**config.mk**
```make
export PLATFORM = sky130hd
export DESIGN_NAME = round_scoreboard_flat
export DESIGN_NICKNAME = d
export VERILOG_FILES = /design/src/rtl/round_scoreboard_pkg.sv /design/src/rtl/round_scoreboard_if.sv /design/src/rtl/round_scoreboard_bin2bcd_seq.sv /design/src/rtl/round_scoreboard.sv /design/src/flat_wrapper.sv
export SDC_FILE = /design/constraint.sdc
export NUM_CORES = 1
export LEC_CHECK = 0
export CAP_MARGIN = 40
export CORE_MARGIN = 2
export CORE_UTILIZATION = 50
export CTS_CLUSTER_DIAMETER = 100
export DETAILED_ROUTE_END_ITERATION = 10
export PLACE_DENSITY_LB_ADDON = 0.12
export RECOVER_POWER = 25
export SLEW_MARGIN = 20
export SYNTH_ARGS = -nofsm -noshare
export SYNTH_HDL_FRONTEND = slang
export SYNTH_SLANG_ARGS = --single-unit
```
**constraint.sdc**
```tcl
create_clock -name clk -period 6.4 [get_ports clk]
set_input_delay 0.64 -clock clk [delete_from_list [all_inputs] [get_ports clk]]
set_output_delay 0.64 -clock clk [all_outputs]
set_load 0.01 [all_outputs]
```
**src/rtl/round_scoreboard_pkg.sv**
```systemverilog
// Shared types and helpers for the duck-hunt round/score controller.
// Holds the FSM state enum, score-width derivation and saturating score arithmetic.
package scoreboard_pkg;

  typedef enum logic [1:0] {IDLE, CHECK, CONVERT, OVER} state_t;

  function automatic int score_max_f(input int digits);
    int m;
    m = 1;
    for (int d = 0; d < digits; d++) m = m * 10;
    return m - 1;
  endfunction

  function automatic int score_w_f(input int digits);
    return $clog2(score_max_f(digits) + 1);
  endfunction

  function automatic int sat_add(input int a, input int b, input int max);
    return (a + b > max) ? max : a + b;
  endfunction

  function automatic int sat_sub(input int a, input int b);
    return (a >= b) ? a - b : 0;
  endfunction

endpackage

```
**src/rtl/round_scoreboard_if.sv**
```systemverilog
// Event inputs and score/round status of round_scoreboard.
// master = event source and status reader, slave = the scoreboard itself.
interface round_scoreboard_if import scoreboard_pkg::*; #(
  parameter int BIRDS_PER_ROUND = 10,
  parameter int SCORE_DIGITS    = 4,
  parameter int ROUND_W         = 4
);
  localparam int CNT_W   = $clog2(BIRDS_PER_ROUND + 1);
  localparam int SCORE_W = score_w_f(SCORE_DIGITS);

  logic                       hit_evt;
  logic                       escape_evt;
  logic                       busy;
  logic [BIRDS_PER_ROUND-1:0] birds_left;
  logic [BIRDS_PER_ROUND-1:0] hit_mask;
  logic [CNT_W-1:0]           hits;
  logic [CNT_W-1:0]           misses;
  logic [ROUND_W-1:0]         round_num;
  logic                       round_clear;
  logic                       game_over;
  logic [SCORE_W-1:0]         score_bin;
  logic [4*SCORE_DIGITS-1:0]  score_bcd;
  logic                       bcd_valid;

  modport master (
    output hit_evt, escape_evt,
    input  busy, birds_left, hit_mask, hits, misses, round_num,
           round_clear, game_over, score_bin, score_bcd, bcd_valid
  );

  modport slave (
    input  hit_evt, escape_evt,
    output busy, birds_left, hit_mask, hits, misses, round_num,
           round_clear, game_over, score_bin, score_bcd, bcd_valid
  );
endinterface

```
**src/rtl/round_scoreboard_bin2bcd_seq.sv**
```systemverilog
// Sequential double-dabble binary-to-BCD converter, one bit per cycle.
// done is high during the last shift; bcd then carries the final result.
module bin2bcd_seq #(
  parameter int SCORE_W      = 14,
  parameter int SCORE_DIGITS = 4
) (
  input  logic                      clk,
  input  logic                      reset,
  input  logic                      start,
  input  logic [SCORE_W-1:0]        bin,
  output logic                      done,
  output logic [4*SCORE_DIGITS-1:0] bcd
);
  localparam int BCD_W = 4 * SCORE_DIGITS;
  localparam int CNT_W = $clog2(SCORE_W + 1);

  logic [SCORE_W-1:0] sr;
  logic [BCD_W-1:0]   acc;
  logic [BCD_W-1:0]   adj;
  logic [CNT_W-1:0]   cnt;

  always_comb begin
    adj = acc;
    for (int d = 0; d < SCORE_DIGITS; d++) begin
      if (acc[4*d +: 4] >= 4'd5) adj[4*d +: 4] = acc[4*d +: 4] + 4'd3;
    end
    bcd  = (adj << 1) | BCD_W'(sr[SCORE_W-1]);
    done = (cnt == CNT_W'(1));
  end

  always_ff @(posedge clk) begin
    if (reset) begin
      sr  <= '0;
      acc <= '0;
      cnt <= '0;
    end else if (start) begin
      sr  <= bin;
      acc <= '0;
      cnt <= CNT_W'(SCORE_W);
    end else if (cnt != '0) begin
      acc <= bcd;
      sr  <= sr << 1;
      cnt <= cnt - CNT_W'(1);
    end
  end
endmodule

```
**src/rtl/round_scoreboard.sv**
```systemverilog
// Round, score and game-over controller for duck-hunt; score also presented as BCD.
// Optional PERFECT_BONUS_EN: a perfect round adds 10*HIT_POINTS in CHECK.
//   state   | meaning
//   IDLE    | waiting for a hit/escape event
//   CHECK   | evaluate round completion, bonus, clear or game over
//   CONVERT | double-dabble running, SCORE_W cycles
//   OVER    | game ended, events ignored until reset
module round_scoreboard import scoreboard_pkg::*; #(
  parameter int BIRDS_PER_ROUND = 10,
  parameter int PASS_HITS       = 6,
  parameter int HIT_POINTS      = 50,
  parameter int MISS_PENALTY    = 10,
  parameter int SCORE_DIGITS    = 4,
  parameter int ROUND_W         = 4
) (
  input logic               clk,
  input logic               reset,
  round_scoreboard_if.slave bus
);
  localparam int CNT_W     = $clog2(BIRDS_PER_ROUND + 1);
  localparam int SCORE_MAX = score_max_f(SCORE_DIGITS);
  localparam int SCORE_W   = score_w_f(SCORE_DIGITS);
  localparam int BCD_W     = 4 * SCORE_DIGITS;

  state_t                     state;
  logic                       go_over;
  logic [CNT_W:0]             resolved;
  logic                       full;
  logic                       passed;
  logic [BIRDS_PER_ROUND-1:0] bird_bit;
  logic [SCORE_W-1:0]         hit_score;
  logic [SCORE_W-1:0]         esc_score;
  logic [SCORE_W-1:0]         check_score;
  logic                       conv_start;
  logic                       conv_done;
  logic [BCD_W-1:0]           conv_bcd;

  always_comb begin
    resolved  = {1'b0, bus.hits} + {1'b0, bus.misses};
    full      = (resolved == (CNT_W+1)'(BIRDS_PER_ROUND));
    passed    = full && (bus.hits >= CNT_W'(PASS_HITS));
    bird_bit  = BIRDS_PER_ROUND'(1) << resolved[CNT_W-1:0];
    hit_score = SCORE_W'(sat_add(int'(bus.score_bin), HIT_POINTS, SCORE_MAX));
    esc_score = SCORE_W'(sat_sub(int'(bus.score_bin), MISS_PENALTY));
`ifdef PERFECT_BONUS_EN
    if (full && bus.hits == CNT_W'(BIRDS_PER_ROUND))
      check_score = SCORE_W'(sat_add(int'(bus.score_bin), 10 * HIT_POINTS, SCORE_MAX));
    else
      check_score = bus.score_bin;
`else
    check_score = bus.score_bin;
`endif
    conv_start = (state == CHECK);
  end

  // Converter loads the post-CHECK score on the CHECK edge so CONVERT lasts exactly SCORE_W cycles.
  bin2bcd_seq #(.SCORE_W(SCORE_W), .SCORE_DIGITS(SCORE_DIGITS)) u_bcd (
    .clk   (clk),
    .reset (reset),
    .start (conv_start),
    .bin   (check_score),
    .done  (conv_done),
    .bcd   (conv_bcd)
  );

  always_ff @(posedge clk) begin
    if (reset) begin
      state           <= IDLE;
      go_over         <= 1'b0;
      bus.busy        <= 1'b0;
      bus.birds_left  <= '1;
      bus.hit_mask    <= '0;
      bus.hits        <= '0;
      bus.misses      <= '0;
      bus.round_num   <= '0;
      bus.round_clear <= 1'b0;
      bus.game_over   <= 1'b0;
      bus.score_bin   <= '0;
      bus.score_bcd   <= '0;
      bus.bcd_valid   <= 1'b1;
    end else begin
      bus.round_clear <= 1'b0;
      case (state)
        IDLE: begin
          if (bus.hit_evt | bus.escape_evt) begin
            bus.birds_left <= bus.birds_left & ~bird_bit;
            if (bus.hit_evt) begin
              bus.hit_mask  <= bus.hit_mask | bird_bit;
              bus.hits      <= bus.hits + CNT_W'(1);
              bus.score_bin <= hit_score;
            end else begin
              bus.misses    <= bus.misses + CNT_W'(1);
              bus.score_bin <= esc_score;
            end
            bus.bcd_valid <= 1'b0;
            bus.busy      <= 1'b1;
            state         <= CHECK;
          end
        end
        CHECK: begin
          bus.score_bin <= check_score;
          if (passed) begin
            bus.round_clear <= 1'b1;
            if (bus.round_num != '1) bus.round_num <= bus.round_num + ROUND_W'(1);
            bus.birds_left <= '1;
            bus.hit_mask   <= '0;
            bus.hits       <= '0;
            bus.misses     <= '0;
          end else if (full) begin
            go_over <= 1'b1;
          end
          state <= CONVERT;
        end
        CONVERT: begin
          if (conv_done) begin
            bus.score_bcd <= conv_bcd;
            bus.bcd_valid <= 1'b1;
            if (go_over) begin
              bus.game_over <= 1'b1;
              state         <= OVER;
            end else begin
              bus.busy <= 1'b0;
              state    <= IDLE;
            end
          end
        end
        OVER: begin
          bus.game_over <= 1'b1;
          bus.busy      <= 1'b1;
        end
        default: state <= IDLE;
      endcase
    end
  end
endmodule

```
**src/flat_wrapper.sv**
```systemverilog
// flat-port wrapper written by rule: the top's interface ports become plain ports
module round_scoreboard_flat import scoreboard_pkg::*;
#(
  parameter int BIRDS_PER_ROUND = 10,
  parameter int PASS_HITS       = 6,
  parameter int HIT_POINTS      = 50,
  parameter int MISS_PENALTY    = 10,
  parameter int SCORE_DIGITS    = 4,
  parameter int ROUND_W         = 4
)
  (clk, reset, bus_hit_evt, bus_escape_evt, bus_busy, bus_birds_left, bus_hit_mask, bus_hits, bus_misses, bus_round_num, bus_round_clear, bus_game_over, bus_score_bin, bus_score_bcd, bus_bcd_valid);
  round_scoreboard_if #(.BIRDS_PER_ROUND(BIRDS_PER_ROUND), .SCORE_DIGITS(SCORE_DIGITS), .ROUND_W(ROUND_W)) bus_i ();
  input logic clk;
  input logic reset;
  input wire logic [$bits(bus_i.hit_evt)-1:0] bus_hit_evt;
  input wire logic [$bits(bus_i.escape_evt)-1:0] bus_escape_evt;
  output wire logic [$bits(bus_i.busy)-1:0] bus_busy;
  output wire logic [$bits(bus_i.birds_left)-1:0] bus_birds_left;
  output wire logic [$bits(bus_i.hit_mask)-1:0] bus_hit_mask;
  output wire logic [$bits(bus_i.hits)-1:0] bus_hits;
  output wire logic [$bits(bus_i.misses)-1:0] bus_misses;
  output wire logic [$bits(bus_i.round_num)-1:0] bus_round_num;
  output wire logic [$bits(bus_i.round_clear)-1:0] bus_round_clear;
  output wire logic [$bits(bus_i.game_over)-1:0] bus_game_over;
  output wire logic [$bits(bus_i.score_bin)-1:0] bus_score_bin;
  output wire logic [$bits(bus_i.score_bcd)-1:0] bus_score_bcd;
  output wire logic [$bits(bus_i.bcd_valid)-1:0] bus_bcd_valid;
  assign bus_i.hit_evt = bus_hit_evt;
  assign bus_i.escape_evt = bus_escape_evt;
  assign bus_busy = bus_i.busy;
  assign bus_birds_left = bus_i.birds_left;
  assign bus_hit_mask = bus_i.hit_mask;
  assign bus_hits = bus_i.hits;
  assign bus_misses = bus_i.misses;
  assign bus_round_num = bus_i.round_num;
  assign bus_round_clear = bus_i.round_clear;
  assign bus_game_over = bus_i.game_over;
  assign bus_score_bin = bus_i.score_bin;
  assign bus_score_bcd = bus_i.score_bcd;
  assign bus_bcd_valid = bus_i.bcd_valid;
  round_scoreboard #(.BIRDS_PER_ROUND(BIRDS_PER_ROUND), .PASS_HITS(PASS_HITS), .HIT_POINTS(HIT_POINTS), .MISS_PENALTY(MISS_PENALTY), .SCORE_DIGITS(SCORE_DIGITS), .ROUND_W(ROUND_W)) u_core (.clk(clk), .reset(reset), .bus(bus_i));
endmodule
```
* After elaboration in Yosys (flattened, before gate mapping) *
Index checks and enable logic that the tools add are counted.
W data, S select, Z words.

cells by class
  add/subtract/negate cells = 11
  $lt $le $gt $ge = 7
  equality and inequality tests = 13
  shifts and indexed selects = 1
  mux-type cells = 40
  bitwise gates (word level) = 7
  reduce and logical (&&, ||, !) cells = 22

operators with widths
  operator                 count
  $mux W14                 5
  $mux W10                 5
  $mux W4                  10
  $pmux W10 S2             2
  $ge A4 B3 Y1 const B     5
  $reduce_and A3 Y1        6
  $or A16 B1 Y16           1
  $pmux W4 S2              2
  $add A14 B6 Y15 const B  1
  $gt A15 B14 Y1 const B   1
  $ge A14 B4 Y1 const B    1
  $sub A14 B4 Y14 const B  1
  $add A4 B1 Y4 const B    3
  $add A4 B2 Y4 const B    3
  $reduce_and A4 Y1        3
  $and A10 B10 Y10         1
  $not A10 Y10             1
  $or A10 B10 Y10          1
  $shl A1 B4 Y10 const A   1
  $mux W1                  8
  $ne A2 B1 Y1 const B     4
  $reduce_bool A2 Y1       4
  $mux W2                  3
  $ne A2 B2 Y1 const B     3
  other kinds (20)         26

storage, ports and cells
  bits in registers = 103
  input port bits = 4
  output and inout bits = 66
  logic and storage cells = 118

* Longest topological paths before layout *
Gate-level depths: netlist of the first run.

  word-level depth = 6
  depth in mapped cells = 9

* By module *
From an unflattened synthesis of the first run, not the netlist that was laid out.

unflattened totals
  cells, all modules = 687
  area, all modules = 5551.6 sq um

by module, submodules not included
  module            times used  cells each  area an instance (sq um)
  round_scoreboard  1           475         3751.1
  bin2bcd_seq       1           212         1800.5

* Least setup slack after synthesis of the first run *
No wires, ideal clock.

  path kind = flip-flop to flip-flop
  start = register u_core.bus.misses[0]
  end = register u_core.bus.round_num[0]
  arrival = 2.697 ns
  data required time = 6.279 ns
  setup slack = 3.583 ns
  stages on the path, launching flop included = 9
  period minus slack after synthesis = 2.817 ns
  cells stage by stage = dfxtp_1 ha_1 fa_1 nor4bb_1 o31ai_1 or4_1 clkbuf_1 a31oi_1 mux2_2

between the ends
  word-level cells in the longest chain between the ends = 4

ends and longest elaborated chain
  element                      line                       text
  start: declaration           round_scoreboard_if.sv:33  output busy, birds_left, hit_mask, hits, misses, round_num,
  start signal: assignment     round_scoreboard.sv:92     bus.misses <= bus.misses + CNT_W'(1);
  $add A4 B4 Y5                round_scoreboard.sv:39     resolved = {1'b0, bus.hits} + {1'b0, bus.misses};
  $eq A5 B4 Y1                 round_scoreboard.sv:40     full = (resolved == (CNT_W+1)'(BIRDS_PER_ROUND));
  $logic_and A1 B1 Y1          round_scoreboard.sv:41     passed = full && (bus.hits >= CNT_W'(PASS_HITS));
  $reduce_and A3 Y1 (no line)  -
  end signal: assignment       round_scoreboard.sv:104    if (bus.round_num != '1) bus.round_num <= bus.round_num + ROUND_W'(1);
  end: declaration             round_scoreboard_if.sv:33

Every way passes these cells.
A chain may end at the register's enable or synchronous reset.

* Final worst setup path of the first run *
Ends and elaborated chain as after synthesis.

==> results of run 1 <==
[logic make-up (layout without fill, tap and decap cells)]
kind of cell,Yosys count,in the layout,share of synthesized area (%)
and+or+nand+nor,280,280,23.8
buffers and inverters,67,119,4.85
DFF,103,103,37.9
xor gates and xnor gates,17,17,2.73
AOI/OAI and AO/OA,202,202,23.1
muxes,11,11,2.04
adders and majority gates,24,24,5.65
[state kept, by name, summed over array words and instances (netlist names)]
name and flops:
u_core.state 2, u_core.bus.round_clear 1, u_core.bus.round_num 4, u_core.u_bcd.cnt 4
u_core.u_bcd.sr 14, u_core.bus.misses 4, u_core.bus.bcd_valid 1, u_core.bus.hit_mask 10
u_core.bus.game_over 1, u_core.u_bcd.acc 16, u_core.bus.score_bcd 16, u_core.go_over 1
u_core.bus.score_bin 14, u_core.bus.busy 1, u_core.bus.birds_left 10, u_core.bus.hits 4
[metrics by stage]
stage | utilization, % | hold WS, ns | instances | total power [uW]
global route | 59.9 | 0.474 | 896 | 2250
CTS | 59.8 | 0.465 | 895 | 2110
floorplan | - | 0.432 | 704 | 1410
detailed placement | 57.8 | 0.451 | 879 | 1680
finish | 59.9 | 0.459 | 896 | 2110
global placement | 57.5 | 0.440 | 875 | 1640
[worst min path at each step]
stage                                    endpoint  slack [ns]  cells past startpoint
after CTS                 u_core.bus.score_bcd[9]        0.47                      2
after global placement       u_core.u_bcd.acc[13]        0.44                      2
after floorplan              u_core.u_bcd.acc[13]        0.43                      2
after detailed placement  u_core.bus.score_bcd[9]        0.45                      2
after global routing      u_core.bus.score_bcd[9]        0.47                      2
final                     u_core.bus.score_bcd[9]        0.46                      2
[layer usage]
layer,track usage [%],vias to the layer above,part of all wire (%)
met3,3.32,32,5.1
met2,41.5,171,49
met4,9.07,0,2.3
met1,31.3,2442,44
li1,-,2578,-
met5,0,-,0
[cell usage in the layout, fill, tap and decap left out, drive strengths merged, types with 3 or more instances in the layout]
cell | synthesis | layout
or2 | 3 | 3
nor4 | 3 | 3
nand4 | 6 | 6
a311oi | 8 | 8
nor2 | 75 | 75
o21a | 12 | 12
xnor2 | 12 | 12
a211oi | 15 | 15
buf | 8 | 10
nor3b | 7 | 7
xor2 | 5 | 5
ha | 23 | 23
a21oi | 87 | 87
o31ai | 7 | 7
nor2b | 5 | 5
a2111oi | 4 | 4
nand2b | 16 | 16
inv | 23 | 25
clkbuf | 36 | 13
nand3 | 16 | 16
dlygate4sd3 | 0 | 24
clkdlybuf4s50 | 0 | 44
nand2 | 103 | 103
nor3 | 20 | 20
dfxtp | 103 | 103
mux2i | 10 | 10
and3 | 5 | 5
o211ai | 7 | 7
or3 | 10 | 10
o41ai | 4 | 4
o21ai | 35 | 35
or4 | 6 | 6
a31oi | 7 | 7
[area by class of cell]
class | instances | area (sq um)
clock buffers | 11 | 151
clock inverters | 5 | 63.8
fillers | 1012 | 4310
inverters | 23 | 86.3
multi-input cells | 534 | 3130
flip-flops and latches | 103 | 2060
well taps | 140 | 175
repair buffers | 80 | 771
[critical path: stages, from the launching register on]
cell	delay, ns
dfxtp_1	0.39
ha_1	0.26
fa_1	0.55
nor4bb_1	0.30
o31ai_1	0.19
or4_1	0.60
a31oi_1	0.32
mux2_2	0.37
[power groups by stage]
stage / combinational, uW / sequential (uW) / clock (uW)
2_1_floorplan: 608 / 801 / 0
3_3_place_gp: 779 / 861 / 0
3_5_place_dp: 813 / 865 / 0
4_1_cts: 817 / 850 / 448
5_1_grt: 910 / 867 / 473
6_report: 816 / 854 / 438
==> flow_metrics.env, run 1 <==
export IMPL_status="finished, final reports clean"
export IMPL_worstReg2RegStart="u_core.bus.misses[0]"
export IMPL_drv_cap=0
export IMPL_drive_above_1_share_pct=4.76
export IMPL_crit_path_end_kind="flop"
export IMPL_initial_core_util_pct=50.7
export IMPL_reg2reg_depth=7
export IMPL_fp_row_count=38
export IMPL_clock_skew_ns=0.00917
export IMPL_ctsResizeCount=0
export IMPL_powerDensity_mw_per_mm2=327
export IMPL_finalSetupViolations=0
export IMPL_clock_path_buffers=2
export IMPL_p_seq_share_pct=40.5
export IMPL_final_nets=779
export IMPL_peakVddDrop_mv=0.244
export IMPL_cts_tree="done"
export IMPL_n_antenna_cell=0
export IMPL_ys_ff_latch=103
export IMPL_switching_share_pct=40.7
export IMPL_relSlewSlack_pct=6.60
export IMPL_ys_top_cells_by_area="dfxtp_1, a21oi_1, nand2_1, ha_1, nor2_1"
export IMPL_synthFlopType="dfxtp_1"
export IMPL_start_kind="flop"
export IMPL_rsz0062_at_grt="no"
export IMPL_hold_path_class="reg -> reg"
export IMPL_grtUsageTotal_pct=24.3
export IMPL_core_sq_mm=0.0107
export IMPL_synth_edf_count=0
export IMPL_cts_htree_levels=3
export IMPL_regToRegSetupSlack_ns=3.33
export IMPL_maxSlewViolCount=0
export IMPL_vias=5223
export IMPL_combPwrFrac_pct=38.7
export IMPL_hpwl_microns=10100
export IMPL_critPathLaunch="u_core.bus.misses[0]"
export IMPL_total_leakage_power_uw=0.00233
export IMPL_hp_start="u_core.bus.score_bcd[9]"
export IMPL_die_h_microns=108
export IMPL_p_switching_uw=857
export IMPL_wire_per_inst_microns=15.5
export IMPL_power_frac_clock_pct=20.8
export IMPL_drtIter0Drc=317
export IMPL_cts_clk_slew_worst_paths_ns=0.10
export IMPL_post_cts_buffers=0
export IMPL_final_hold_violation_count=0
export IMPL_cts_sinks=103
export IMPL_clk_latency_ns=0.37
export IMPL_synth_cell_type_count=56
export IMPL_syn_inst=704
export IMPL_worstPathRequired_ns=6.67
export IMPL_root_buffer="clkbuf_8"
export IMPL_numCtsBuffers=9
export IMPL_dieArea_sq_mm=0.0117
export IMPL_dp_slack_ns=3.00
export IMPL_cts_hold_buf=0
export IMPL_fin_ws_ns=3.33
export IMPL_yosys_top_cells_count="dfxtp_1, nand2_1, a21oi_1, nor2_1, clkbuf_1"
export IMPL_overflow=0
export IMPL_synth_top_area_share_pct=37.9
export IMPL_synth_area_sq_mm=0.00545
export IMPL_final_period_utilization_pct=48.0
export IMPL_worst_slew_pin_slew_ns=1.40
export IMPL_fp_dieW_microns=108
export IMPL_dr_pass1_iters=5
export IMPL_gp_congestion=0.938
export IMPL_synth_seq_area_share_pct=37.9
export IMPL_routed_via_density=5.83
export IMPL_crit_end="u_core.bus.round_num[0]"
export IMPL_drt_total_wl_microns=13900
export IMPL_synth_top_area_cell="dfxtp_1"
export IMPL_antenna_found_initial=0
export IMPL_reg2reg_to="u_core.bus.round_num[0]"
export IMPL_ios=70
export IMPL_portBuffers=69
export IMPL_fin_crit_ns=3.07
export IMPL_cp_arrival_ns=3.34
export IMPL_final_area_sq_mm=0.00644
export IMPL_critPathMaxFanout=9
export IMPL_ys_async_sr_fraction_pct=0
export IMPL_synth_fp_nets=732
export IMPL_drc_errors=0
export IMPL_internal_power_uw=1250
export IMPL_grt_max_degree=73
export IMPL_place_area_sq_mm=0.00621
export IMPL_avgSynthCellArea_sq_um=7.74
export IMPL_critical_path_class="reg -> reg"
export IMPL_fmax_mhz=326
export IMPL_yosys_warnings=0
export IMPL_setup_tns_ns=0
export IMPL_grt_pass1_wl_microns=23000
export IMPL_grt_pass1_vias=4846
export IMPL_final_antenna_net_count=0
export IMPL_areaGrowthSynthToFinish_pct=18.2
Note: power is estimated with default switching activity, not from simulation.
==> run 2: changes to the inputs <==
==> constraint.sdc (replaced) <==
create_clock -name clk -period 3.2 [get_ports clk]
set_input_delay 0.32 -clock clk [delete_from_list [all_inputs] [get_ports clk]]
set_output_delay 0.32 -clock clk [all_outputs]
set_load 0.01 [all_outputs]
==> run 2 against run 1 <==
  * Worst setup slack worse by 3.1 ns
  * Flip-flop and latch count unchanged
  * Via count down 1.6%
==> flow_metrics.env, run 2 (synthesis gave the netlist of run 1 again) <==
export IMPL_clock_skew_ns=0.00896
export IMPL_switching_share_pct=41.3
export IMPL_p_switching_uw=1690
export IMPL_n_antenna_cell=0
export IMPL_antenna_found_initial=0
export IMPL_portBuffers=69
export IMPL_drtIter0Drc=289
export IMPL_die_h_microns=108
export IMPL_internal_power_uw=2400
export IMPL_worstPathRequired_ns=3.45
export IMPL_root_buffer="clkbuf_8"
export IMPL_peakVddDrop_mv=0.398
export IMPL_p_seq_share_pct=39.6
export IMPL_critical_path_class="reg -> reg"
export IMPL_dr_pass1_iters=4
export IMPL_finalSetupViolations=0
export IMPL_fill_cells=1021
export IMPL_drc_errors=0
export IMPL_core_sq_mm=0.0107
export IMPL_crit_path_end_kind="flop"
export IMPL_drv_cap=0
export IMPL_areaGrowthSynthToFinish_pct=18.6
export IMPL_fp_row_count=38
export IMPL_rsz0062_at_grt="no"
export IMPL_initial_core_util_pct=50.7
export IMPL_critPathMaxFanout=9
export IMPL_top_regs="u_core.bus.score_bcd (16), u_core.u_bcd.acc (16)"
export IMPL_setup_tns_ns=0
export IMPL_cts_htree_levels=3
export IMPL_hold_path_class="reg -> reg"
export IMPL_regToRegSetupSlack_ns=0.23
export IMPL_final_period_utilization_pct=92.8
export IMPL_fmax_mhz=337
export IMPL_ios=70
export IMPL_layout_common_cells="nand2_1, dfxtp_1, a21oi_1"
export IMPL_dieArea_sq_mm=0.0117
export IMPL_grt_pass1_vias=4697
export IMPL_clock_path_buffers=2
export IMPL_crit_chain="ha_1, fa_1, nor4bb_1, o31ai_1, or4_4, a31oi_1, mux2_2"
export IMPL_critPathSlowestCell="fa_1"
export IMPL_final_util_pct=60.1
export IMPL_overflow=0
export IMPL_post_cts_buffers=0
export IMPL_fp_dieW_microns=108
export IMPL_fin_total_pwr_uw=4090
export IMPL_critPathBufInv=0
export IMPL_status="finished, final reports clean"
export IMPL_numCtsBuffers=9
export IMPL_drt_total_wl_microns=13800
export IMPL_wire_per_inst_microns=15.3
export IMPL_cts_clk_slew_worst_paths_ns=0.09
export IMPL_drive_above_1_share_pct=6.14
export IMPL_cts_sinks=103
export IMPL_worst_slew_pin_slew_ns=0.745
export IMPL_powerDensity_mw_per_mm2=634
export IMPL_hpwl_microns=10100
export IMPL_grtUsageTotal_pct=24.4
export IMPL_grt_max_degree=39
export IMPL_maxSlewViolCount=0
export IMPL_vias=5138
export IMPL_total_leakage_power_uw=0.00238
export IMPL_cts_tree="done"
export IMPL_start_kind="flop"
export IMPL_routed_via_density=5.68
export IMPL_cp_arrival_ns=3.22
export IMPL_relSlewSlack_pct=49.8
export IMPL_combPwrFrac_pct=43.2
export IMPL_clk_latency_ns=0.36
export IMPL_final_antenna_net_count=0
export IMPL_final_nets=790
export IMPL_grt_pass1_wl_microns=23100
export IMPL_cp_top_family="simple AND/OR/NAND/NOR gates"
export IMPL_max_stage_delay_ns=0.56
export IMPL_gp_congestion=0.967
export IMPL_fin_crit_ns=2.97
export IMPL_final_hold_violation_count=0
export IMPL_power_frac_clock_pct=17.3
## run 2: cell types whose count changed in the layout (fill, tap and decap cells not counted), sizes merged
cell	before	now
clkbuf	13	11
clkdlybuf4s50	44	30
dlygate4sd3	24	38
bufinv	1	0
buf	10	23
clkinv	1	0
clkinvlp	1	3
inv	25	23
## run 2: layout make-up
type                       instances  area (sq um)  area share, %
multi-input combinational        534          3130           48.5
sequential                       103          2060           31.9
timing repair buffer              91           851           13.2
tap                              140           175           2.71
clock buffer                      11           131           2.03
inverter                          23          86.3           1.34
clock inverter                     3          22.5          0.349
## run 2: final timing paths
kind                                 start                        to  depth (start not counted)
setup / recovery      u_core.bus.misses[0]   u_core.bus.round_num[0]                          7
hold / removal    u_core.bus.score_bcd[13]  u_core.bus.score_bcd[13]                          2
setup reg to reg      u_core.bus.misses[0]   u_core.bus.round_num[0]                          7
hold reg to reg   u_core.bus.score_bcd[13]  u_core.bus.score_bcd[13]                          2
## run 2: worst reg2reg max path: stages, from the launching register on
cell,delay [ns]
dfxtp_1,0.36
ha_1,0.24
fa_1,0.56
nor4bb_1,0.34
o31ai_1,0.20
or4_4,0.52
a31oi_1,0.27
mux2_2,0.37
## run 2: per-stage QoR
| step | cell area (sq um) | hold WS (ns) | std cells | setup WS (ns) |
|---|---|---|---|---|
| 6_report | 6460 | 0.456 | 905 | 0.229 |
| 5_1_grt | 6460 | 0.483 | 905 | 0.0995 |
| 4_1_cts | 6450 | 0.462 | 905 | 0.118 |
| 3_5_place_dp | 6300 | 0.448 | 891 | 0.145 |
| 3_3_place_gp | 6300 | 0.440 | 891 | 0.255 |
| 2_1_floorplan | 5450 | 0.432 | 704 | 0.383 |
## run 2: power groups by stage
stage | sequential, uW | clock [uW] | combinational, uW
final | 1620 | 706 | 1770
after floorplan | 1600 | 0 | 1220
after CTS | 1610 | 728 | 1760
after detailed placement | 1640 | 0 | 1750
after global routing | 1640 | 780 | 1950
after global placement | 1640 | 0 | 1720
## run 2: layer usage
layer	share of wire, %	up-vias	GRT usage [%]
met5	0	-	0
met4	0.77	0	6.23
met3	4.0	13	3.86
met2	48	122	39.9
met1	47	2399	33.6
li1	-	2604	-
## run 2: what timing repair did
action / in CTS / in global routing
hold buffers: 0 / 0
gates resized for setup: 0 / 1
endpoints found under the setup margin: 0 / 2
==> run 3: changes to the inputs <==
--- a/config.mk
+++ b/config.mk
@@ -5,6 +5,7 @@
 export SDC_FILE = /design/constraint.sdc
 export NUM_CORES = 1
 export LEC_CHECK = 0
+export ABC_AREA = 1
 export CAP_MARGIN = 40
 export CORE_MARGIN = 2
 export CORE_UTILIZATION = 50
==> run 3 against run 2 <==
  * Wire length decreased by 4.7%
  * Final cell count grew 8.1%
  * Synthesized cell count rose by 10%
  * Critical path depth increased by 4
  * Clock skew is 0.015 ns higher
  * Clock power rose by 25%
  * Design area is 0.29% higher
  * Register-to-register slack better by 0.43 ns
  * Fmax grew 17%
  * First-iteration DRC count shrank 0.69%
  * Clock-buffer cell count fell by 2
  * Flip-flop and latch count unchanged
==> flow_metrics.env, run 3 <==
export IMPL_status="finished, final reports clean"
export IMPL_synth_top_area_share_pct=37.7
export IMPL_synth_seq_area_share_pct=37.7
export IMPL_seqCellArea_sq_mm=0.00206
export IMPL_fin_crit_ns=2.54
export IMPL_cts_clk_slew_worst_paths_ns=0.12
export IMPL_cts_htree_levels=3
export IMPL_synth_top_area_cell="dfxtp_1"
export IMPL_switching_share_pct=47.3
export IMPL_clock_skew_ns=0.0238
export IMPL_peakVddDrop_mv=0.441
export IMPL_post_cts_buffers=0
export IMPL_overflow=0
export IMPL_critical_path_class="reg -> reg"
export IMPL_final_hold_violation_count=0
export IMPL_max_stage_delay_ns=0.60
export IMPL_clk_latency_ns=0.37
export IMPL_dieArea_sq_mm=0.0118
export IMPL_cts_sinks=103
export IMPL_drc_errors=0
export IMPL_fp_row_count=38
export IMPL_areaGrowthSynthToFinish_pct=18.3
export IMPL_drtIter0Drc=287
export IMPL_gp_congestion=0.905
export IMPL_grt_pass1_wl_microns=21900
export IMPL_worstReg2RegStart="u_core.bus.hits[0]"
export IMPL_n_antenna_cell=0
export IMPL_hpwl_microns=9660
export IMPL_critPathMaxFanout=10
export IMPL_initial_core_util_pct=51.0
export IMPL_worst_slew_pin_slew_ns=0.746
export IMPL_ys_ff_latch=103
export IMPL_final_period_utilization_pct=79.3
export IMPL_ios=70
export IMPL_cpMostUsedCell="nand2_1"
export IMPL_routed_via_density=5.19
export IMPL_ctsResizeCount=0
export IMPL_drive_above_1_share_pct=7.52
export IMPL_fill_cells=1041
export IMPL_synth_cell_type_count=39
export IMPL_synth_most_common_cell="nand2_1"
export IMPL_syn_inst=776
export IMPL_yosys_top_cells_count="nand2_1, dfxtp_1, inv_1, nor2_1, a21oi_1"
export IMPL_final_nets=861
export IMPL_cts_tree="done"
export IMPL_synth_edf_count=0
export IMPL_setup_tns_ns=0
export IMPL_total_leakage_power_uw=0.00287
export IMPL_clock_path_buffers=2
export IMPL_fin_ws_ns=0.662
export IMPL_fmax_mhz=394
export IMPL_synth_fp_nets=804
export IMPL_die_h_microns=109
export IMPL_portBuffers=69
export IMPL_synthFlopType="dfxtp_1"
export IMPL_critPathLaunch="u_core.bus.hits[0]"
export IMPL_grtUsageTotal_pct=23.1
export IMPL_fp_dieW_microns=109
export IMPL_powerDensity_mw_per_mm2=879
export IMPL_p_seq_share_pct=34.0
export IMPL_critPathSlowestCell="a21oi_1"
export IMPL_relSlewSlack_pct=50.3
export IMPL_root_buffer="clkbuf_8"
export IMPL_antenna_found_initial=0
export IMPL_vias=5077
export IMPL_hold_path_class="reg -> reg"
export IMPL_drv_cap=0
export IMPL_core_sq_mm=0.0107
export IMPL_finalSetupViolations=0
export IMPL_cp_arrival_ns=2.78
export IMPL_grt_max_degree=29
export IMPL_ys_async_sr_fraction_pct=0
export IMPL_top_regs="u_core.bus.score_bcd (16), u_core.u_bcd.acc (16)"
export IMPL_internal_power_uw=3000
export IMPL_p_switching_uw=2690
export IMPL_power_frac_clock_pct=15.5
export IMPL_final_antenna_net_count=0
export IMPL_combPwrFrac_pct=50.5
export IMPL_wire_per_inst_microns=13.5
export IMPL_multiInputGateArea_sq_mm=0.00288
export IMPL_start_kind="flop"
export IMPL_grt_pass1_vias=4659
export IMPL_crit_path_end_kind="flop"
export IMPL_avgSynthCellArea_sq_um=7.06
export IMPL_crit_chain="ha_1, fa_1, inv_1, nand2_1, and2_2, nand2_1, nor2_2, nand3_4, nor2_4, a21oi_1, nand2_1"
export IMPL_rsz0062_at_grt="no"
export IMPL_layout_common_cells="nand2_1, dfxtp_1, inv_1"
export IMPL_dp_slack_ns=0.652
export IMPL_hp_start="u_core.go_over"
export IMPL_numCtsBuffers=9
export IMPL_synth_area_sq_mm=0.00548
export IMPL_drt_total_wl_microns=13200
export IMPL_yosys_warnings=0
export IMPL_maxSlewViolCount=0
export IMPL_cts_hold_buf=0
export IMPL_final_common_cell="nand2_1"
export IMPL_dr_pass1_iters=5
export IMPL_worstPathRequired_ns=3.44
export IMPL_ys_top_cells_by_area="dfxtp_1, nand2_1, inv_1, a21oi_1, o21ai_0"
export IMPL_final_util_pct=60.3
[run 3: changes by cell type after synthesis, moves of 16 or more]
| cell | before | now |
|---|---|---|
| nand3_1 | 16 | 39 |
| nand2b_1 | 16 | 0 |
| nor3_1 | 20 | 3 |
| inv_1 | 23 | 99 |
| nand2_1 | 103 | 171 |
| o21ai_0 | 34 | 60 |
| a21oi_1 | 87 | 62 |
[run 3: final timing paths]
check                        endpoint  slack, ns  cells past startpoint
min reg2reg            u_core.go_over       0.46                      2
max          u_core.bus.birds_left[6]       0.66                     11
max reg2reg  u_core.bus.birds_left[6]       0.66                     11
min                    u_core.go_over       0.46                      2
[run 3: logic make-up after synthesis]
logic type	after synthesis	share of synthesized area, %
and+or+nand+nor	325	26.0
AOI/OAI and AO/OA	170	17.5
buffers and inverters	134	9.71
DFF	103	37.7
adders and majority gates	24	5.62
xor gates and xnor gates	20	3.54
[run 3: area by class of cell]
type,instances,share of cell area [%]
Clock buffer,9,1.91
Clock inverter,7,1.47
Inverter,103,5.99
Multi-Input combinational cell,539,44.5
Sequential cell,103,31.8
Tap cell,140,2.70
Timing Repair Buffer,77,11.6
[run 3: power by group through the flow]
stage | sequential [uW] | combinational, uW | clock, uW
3_3_place_gp | 1950 | 2800 | 0
2_1_floorplan | 1880 | 2110 | 0
5_1_grt | 1980 | 3230 | 966
3_5_place_dp | 1960 | 2870 | 0
4_1_cts | 1930 | 2880 | 904
6_report | 1940 | 2870 | 884
[run 3: critical path: cells and delay by family, from the launching register on]
| kind | cells | cell delay (ns) |
|---|---|---|
| and+or+nand+nor | 7 | 0.69 |
| adders and majority gates | 2 | 0.65 |
| AOI/OAI and AO/OA | 1 | 0.60 |
| DFF | 1 | 0.40 |
| buffers and inverters | 1 | 0.07 |
[run 3: metal layers]
metal	part of all wire, %	wire length [microns]	vias to the layer above	track usage, %
met5	0	0	-	0
met4	1.2	154	0	5.77
met3	4.8	626	12	3.59
met2	46	6030	136	37.5
met1	48	6360	2300	32.3
li1	-	-	2629	-
[run 3: per-stage QoR]
step                      hold slack, ns  cell area, sq um  total power, uW  instances
after floorplan                    0.430              5480             3990        776
after global placement             0.444              6250             4750        961
after detailed placement           0.447              6260             4830        962
after CTS                          0.465              6480             5720        978
after global routing               0.476              6480             6180        978
final                              0.459              6480             5700        978
